--- src/rtl/sc_pkg.sv ---
// Shared types and constants for the stochastic-computing layer engine.
// Galois LFSR masks are right-shift form, indexed by register width.
package sc_pkg;

  typedef enum logic [1:0] {
    IDLE = 2'd0,
    RUN  = 2'd1,
    DONE = 2'd2
  } state_e;

  typedef enum logic {
    MODE_UNI = 1'b0,
    MODE_BI  = 1'b1
  } mode_e;

  localparam logic [31:0] LFSR_TAPS [4:32] = '{
    32'h0000000C, 32'h00000014, 32'h00000030,
    32'h00000060, 32'h000000B8, 32'h00000110,
    32'h00000240, 32'h00000500, 32'h00000E08,
    32'h00001C80, 32'h00003802, 32'h00006000,
    32'h0000B400, 32'h00012000, 32'h00020400,
    32'h00072000, 32'h00090000, 32'h00140000,
    32'h00300000, 32'h00420000, 32'h00E10000,
    32'h01200000, 32'h02000023, 32'h04000013,
    32'h09000000, 32'h14000000, 32'h20000029,
    32'h48000000, 32'h80200003
  };

endpackage

--- src/rtl/sc_sng.sv ---
// Shared weight-stream LFSR: maximal-length Galois register
// with synchronous reload and advance enable.
module sc_sng
  import sc_pkg::*;
#(
  parameter int WIDTH = 16,
  parameter int SEED  = 1
) (
  input  logic             clk,
  input  logic             rst,
  input  logic             en,
  input  logic             load,
  output logic [WIDTH-1:0] lfsr
);

  localparam logic [WIDTH-1:0] TAPS = WIDTH'(LFSR_TAPS[WIDTH]);
  localparam logic [WIDTH-1:0] INIT = WIDTH'(SEED);

  always_ff @(posedge clk or posedge rst) begin
    if (rst) begin
      lfsr <= INIT;
    end else if (load) begin
      lfsr <= INIT;
    end else if (en) begin
      lfsr <= (lfsr >> 1) ^ (lfsr[0] ? TAPS : '0);
    end
  end

endmodule

--- src/rtl/sc_layer_engine.sv ---
// Stochastic-computing layer: on-chip weight streams, AND/XNOR
// products, round-robin scaled addition and windowed popcounts.
module sc_layer_engine
  import sc_pkg::*;
#(
  parameter int INPUT_SIZE   = 2,
  parameter int NEURON_COUNT = 2,
  parameter int WEIGHT_LEN   = 16,
  parameter int STREAM_LEN_W = 8,
  parameter int LFSR_SEED    = 1
) (
  input  logic clk,
  input  logic rst,
  input  logic start,
  input  logic bipolar,
  input  logic [STREAM_LEN_W-1:0] stream_len,
  input  logic [NEURON_COUNT-1:0][INPUT_SIZE-1:0][WEIGHT_LEN-1:0]
               layer_weights,
  input  logic [INPUT_SIZE-1:0] layer_input,
  output logic [NEURON_COUNT-1:0] layer_output,
  output logic layer_output_valid,
  output logic [NEURON_COUNT-1:0][STREAM_LEN_W-1:0] layer_count,
  output logic busy,
  output logic done
);

  localparam int SW = (INPUT_SIZE > 1) ? $clog2(INPUT_SIZE) : 1;
  localparam logic [SW-1:0] SEL_MAX = SW'(INPUT_SIZE - 1);
  localparam logic [STREAM_LEN_W-1:0] ONE = STREAM_LEN_W'(1);

  state_e state_q, state_d;
  mode_e  mode_q;
  logic [STREAM_LEN_W-1:0] len_q;
  logic [SW-1:0] sel_q;
  logic [WEIGHT_LEN-1:0] lfsr;
  logic accept, run;

  logic [INPUT_SIZE-1:0][WEIGHT_LEN-1:0] rot;
  logic [NEURON_COUNT-1:0][INPUT_SIZE-1:0] p;
  logic [NEURON_COUNT-1:0] obit;

  assign accept = (state_q == IDLE) && start;
  assign run    = (state_q == RUN);
  assign busy   = (state_q != IDLE);
  assign done   = (state_q == DONE);

  sc_sng #(
    .WIDTH (WEIGHT_LEN),
    .SEED  (LFSR_SEED)
  ) u_sng (
    .clk  (clk),
    .rst  (rst),
    .en   (run),
    .load (accept),
    .lfsr (lfsr)
  );

  // Each input column sees its own rotation of the shared LFSR
  for (genvar j = 0; j < INPUT_SIZE; j++) begin : g_rot
    localparam int R = j % WEIGHT_LEN;
    if (R == 0) begin : g_id
      assign rot[j] = lfsr;
    end else begin : g_rl
      assign rot[j] = {lfsr[WEIGHT_LEN-1-R:0],
                       lfsr[WEIGHT_LEN-1 -: R]};
    end
  end

  for (genvar i = 0; i < NEURON_COUNT; i++) begin : g_n
    for (genvar j = 0; j < INPUT_SIZE; j++) begin : g_in
      logic wbit;
      assign wbit = rot[j] < layer_weights[i][j];
      assign p[i][j] = (mode_q == MODE_BI)
                     ? ~(layer_input[j] ^ wbit)
                     : (layer_input[j] & wbit);
    end
    assign obit[i] = p[i][sel_q];
  end

  always_ff @(posedge clk or posedge rst) begin
    if (rst) state_q <= IDLE;
    else     state_q <= state_d;
  end

  always_comb begin
    state_d = state_q;
    unique case (state_q)
      IDLE: if (start)
              state_d = (stream_len == '0) ? DONE : RUN;
      RUN:  if (len_q == ONE) state_d = DONE;
      DONE: state_d = IDLE;
      default: state_d = IDLE;
    endcase
  end

  always_ff @(posedge clk or posedge rst) begin
    if (rst) begin
      mode_q             <= MODE_UNI;
      len_q              <= '0;
      sel_q              <= '0;
      layer_output       <= '0;
      layer_output_valid <= 1'b0;
      layer_count        <= '0;
    end else begin
      layer_output_valid <= run;
      if (accept) begin
        mode_q      <= mode_e'(bipolar);
        len_q       <= stream_len;
        sel_q       <= '0;
        layer_count <= '0;
      end
      if (run) begin
        len_q        <= len_q - ONE;
        sel_q        <= (sel_q == SEL_MAX) ? '0 : sel_q + SW'(1);
        layer_output <= obit;
        for (int i = 0; i < NEURON_COUNT; i++)
          layer_count[i] <= layer_count[i] + STREAM_LEN_W'(obit[i]);
      end
    end
  end

endmodule

--- config.mk ---
export PLATFORM = sky130hd
export DESIGN_NAME = sc_layer_engine
export DESIGN_NICKNAME = d
export VERILOG_FILES = /design/src/rtl/sc_pkg.sv /design/src/rtl/sc_sng.sv /design/src/rtl/sc_layer_engine.sv
export SDC_FILE = /design/constraint.sdc
export NUM_CORES = 1
export LEC_CHECK = 0
export ABC_AREA = 1
export BUFFER_PORTS_ARGS = -buffer_cell sky130_fd_sc_hd__buf_4
export CAP_MARGIN = 15
export CORE_MARGIN = 2
export CORE_UTILIZATION = 31
export CTS_CLUSTER_DIAMETER = 60
export DETAILED_ROUTE_END_ITERATION = 10
export GPL_TIMING_DRIVEN = 0
export HOLD_SLACK_MARGIN = 0.02
export PLACE_DENSITY_LB_ADDON = 0.25
export REMOVE_ABC_BUFFERS = 1
export SLEW_MARGIN = 20
export SYNTH_ARGS = -nofsm -noshare
export SYNTH_HDL_FRONTEND = slang
export SYNTH_SLANG_ARGS = --single-unit
export TNS_END_PERCENT = 30
--- constraint.sdc ---
create_clock -name clk -period 3.5 [get_ports clk]
set_input_delay 0.525 -clock clk [delete_from_list [all_inputs] [get_ports clk]]
set_output_delay 0.525 -clock clk [all_outputs]
set_load 0.1 [all_outputs]
==> out/metrics.csv <==
stage;metric;value;unit
status;status;completed;
clock_tree;total CTS buffers;5;
logic_synthesis;synth unique cells;34;
drt;initial DRC count;158;
clock_tree;Worst-Skew Late Latency;0.28;ns
clock_tree;postcts setup bufs;0;
floorplanning;die width;117;um
global_route;largest net degree at the start of global routing;29;
setup_path;worst endpoint data arrival time;3.33;ns
drt;Vias;3564;
drt;Vias/cell;4.48;
setup_path;crit-path cells;ha_1 > a21oi_1 > nor2_1 > nor3_1 > nand2_1 > a21oi_1 > ha_1 > a21oi_1 > o21ai_0 > nand2_1 > ha_1 > ha_1 > nand2_1 > nor2_1 > nand4_1 > o21ai_0 > inv_1;
global_route;vias in the first global route;3420;
floorplanning;full die area;0.0136;mm2
sta;max_slew headroom;65.8;%
drt;final WL;9.63;mm
drt;DR WL/cell;12.1;um
setup_path;FF-to-FF setup slack;0.35;ns
clock_tree;CTS tree;done;
clock_tree;CTS resizes;0;
setup_path;CP endpoint kind;flip-flop;
sta;Fin. Hold Viols;0;
drt;Post-DRT Antenna Nets;0;
clock_tree;Hold Buf Count CTS;0;
setup_path;crit-path max cell delay;0.44;ns
sta;Final Max Tran Viols;0;
layout;area of the multi-input gates;0.00223;mm2
setup_path;R2R depth;17;
min_path;Hold Path Class;in2async;
global_route;GRT overflow;0;
placed_design;Final Wtd Congestion;0.790;
sta;setup_tns;0;ns
global_route;total track usage;14.5;%
clock_tree;Clock Path Buffers;2;
floorplanning;DIE HEIGHT;117;um
sta;setup violators final;0;
logic_synthesis;largest area contributor in the netlist;dfrtp_1;
layout;ANT cells;0;
layout;Seq. cell area;0.00118;mm2
logic_synthesis;Main synth FF type;dfrtp_1;
setup_path;crit-path most repeated cell;ha_1;
logic_synthesis;Post-Syn Area;0.00392;mm2
drt;residual DRC count;0;
floorplanning;Initial Util;31.5;%
drt;Initial DRT Pass Iterations;5;
floorplanning;Core Box Area;0.0125;mm2
sta;Fin Hold WS;0.282;ns
logic_synthesis;count of flip-flops with a built-in enable after synthesis;0;
layout;ratio of cells with drive above 1 in the final layout;19.4;%
logic_synthesis;Seq/Total Area, Yosys;30.0;%
logic_synthesis;ys async rst share;100;%
power_and_ir_drop;Pwr per Cell Area;777;mW/mm2
flow_run;MaxCap Viol Count;0;
setup_path;CP Data Required Time;3.67;ns
setup_path;Crit Path Max Fanout;5;
power_and_ir_drop;Max VDD drop;0.428;mV
sta;Tightest Pin Transition;0.513;ns
placed_design;port bufs;98;
setup_path;Setup CP Type;reg2reg;
logic_synthesis;post-synth top area share;29.3;%
logic_synthesis;number of synthesized register bits;47;
placed_design;post-detail-place hpwl;7.73;mm
clock_tree;clock sink count;47;
sta;Final period util;90.1;%
layout;Fillers;1293;
floorplanning;site row count;41;
logic_synthesis;cell count after synthesis;524;
clock_tree;Clock transition at path regs;0.06;ns
logic_synthesis;Synth area leaders;dfrtp_1 (29%), ha_1 (22%), inv_1 (11%);
sta;f_max;317;MHz
floorplanning;I/O pin cnt;99;
sta;Tmin final;3.15;ns
setup_path;Startpoint Class;flip-flop;
global_route;first-pass GRT wire length;15.9;mm
sta;Final Skew;0.00325;ns
clock_tree;H-tree levels;2;
global_route;initial antenna violation count;0;
logic_synthesis;syn avg cell area;7.49;um2
sta;RSZ-0062 raised after global routing;no;
setup_path;slowest CP cell;dfrtp_1;
layout;P&R area growth vs syn;27.2;%
layout;final core occ;40.0;%
logic_synthesis;Ys Warns;0;
clock_tree;CTS Root Cell;clkbuf_16;
power_and_ir_drop;Leakage;2.86;nW
layout;layout net count;770;
==> cells in the mapped netlist, types with 5 or more instances <==
cell     instances
inv_1          115
nand2_1        113
ha_1            70
dfrtp_1         46
a21oi_1         35
nor2_1          34
o21ai_0         25
nand3_1         16
o22ai_1         15
nand4_1          7
nor3_1           5
==> cell type report <==
cell class | count | area share, %
Clock buffer | 8 | 3.13
Timing Repair Buffer | 99 | 15.1
Inverter | 120 | 9.08
Sequential cell | 47 | 23.6
Multi-Input combinational cell | 349 | 44.7
Tap cell | 172 | 4.31
==> critical path: cells and delay by family, from the launching register on <==
kind / cells / cell delay (ns)
adder cells (fa/ha/maj): 4 / 0.95
flip-flops: 1 / 0.44
buffers and inverters: 1 / 0.06
AO/OA/AOI/OAI: 5 / 0.82
AND/OR/NAND/NOR: 7 / 0.77
==> kinds of logic (layout without fill, tap and decap cells) <==
kind of cell,after synthesis,after routing,share of synthesized area (%)
fa+ha+maj,70,70,22.3
flops,47,47,30.0
buf+inv,128,227,13.1
compound gates,95,95,14.2
xor+xnor,1,1,0.223
simple gates,183,183,20.1
==> routing by layer <==
metal | vias up | global-route usage, % | part of all wire [%] | wire, um
met5 | - | 0 | 0 | 0
met4 | 0 | 2.86 | 0.24 | 23
met3 | 3 | 1.76 | 4.3 | 412
met2 | 76 | 25.9 | 47 | 4570
met1 | 1583 | 18.9 | 48 | 4620
li1 | 1902 | - | - | -
==> layout by cell type (no fill, tap or decap), types with 3 or more instances in the layout <==
cell type    n
o221ai_1     3
nand3_1     16
clkbuf_16    5
buf_4       98
o211ai_1     4
inv_2        5
nand4_1      7
nor3_1       5
dfrtp_1     46
inv_1      114
nand2_1    113
nor2_1      34
o22ai_1     15
a21oi_1     35
a22o_1       4
o21ai_0     25
ha_1        70
==> sequential cells by signal (all words and copies together), names as in the netlist <==
| register | flops |
|---|---|
| u_sng.lfsr | 16 |
| layer_count | 16 |
| mode_q | 1 |
| state_q | 2 |
| layer_output | 2 |
| layer_output_valid | 1 |
| len_q | 8 |
| sel_q | 1 |
==> power by group <==
group          internal (mW)  leakage, nW  switching, mW  total [mW]
clock network          0.304       0.0772          0.195       0.499
logic                  0.774         2.19           1.57        2.35
registers              0.771        0.598          0.262        1.03
==> path summary, 6_finish.rpt <==
check / from / endpoint
max in group asynchronous: rst / u_sng.lfsr[0]$_DFFE_PP1P_
hold / removal: rst / u_sng.lfsr[2]$_DFFE_PP0P_
hold reg to reg: len_q[6]$_DFFE_PP0P_ / len_q[6]$_DFFE_PP0P_
setup / recovery: u_sng.lfsr[5]$_DFFE_PP0P_ / layer_count[14]$_DFFE_PP0P_
min in group clk: bipolar / mode_q$_DFFE_PP0P_
setup reg to reg: u_sng.lfsr[5]$_DFFE_PP0P_ / layer_count[14]$_DFFE_PP0P_
==> stage by stage <==
stage                     instance area, um2  instances  setup slack (ns)  power, mW
after floorplan                         3860        516             0.625       2.77
after global placement                  4810        786             0.261       3.32
after detailed placement                4830        787             0.213       3.41
after CTS                               4990        795             0.383       3.92
after global routing                    4990        795            0.0838       4.28
final                                   4990        795             0.346       3.88
No activity file was read; power rests on OpenSTA's default activity.
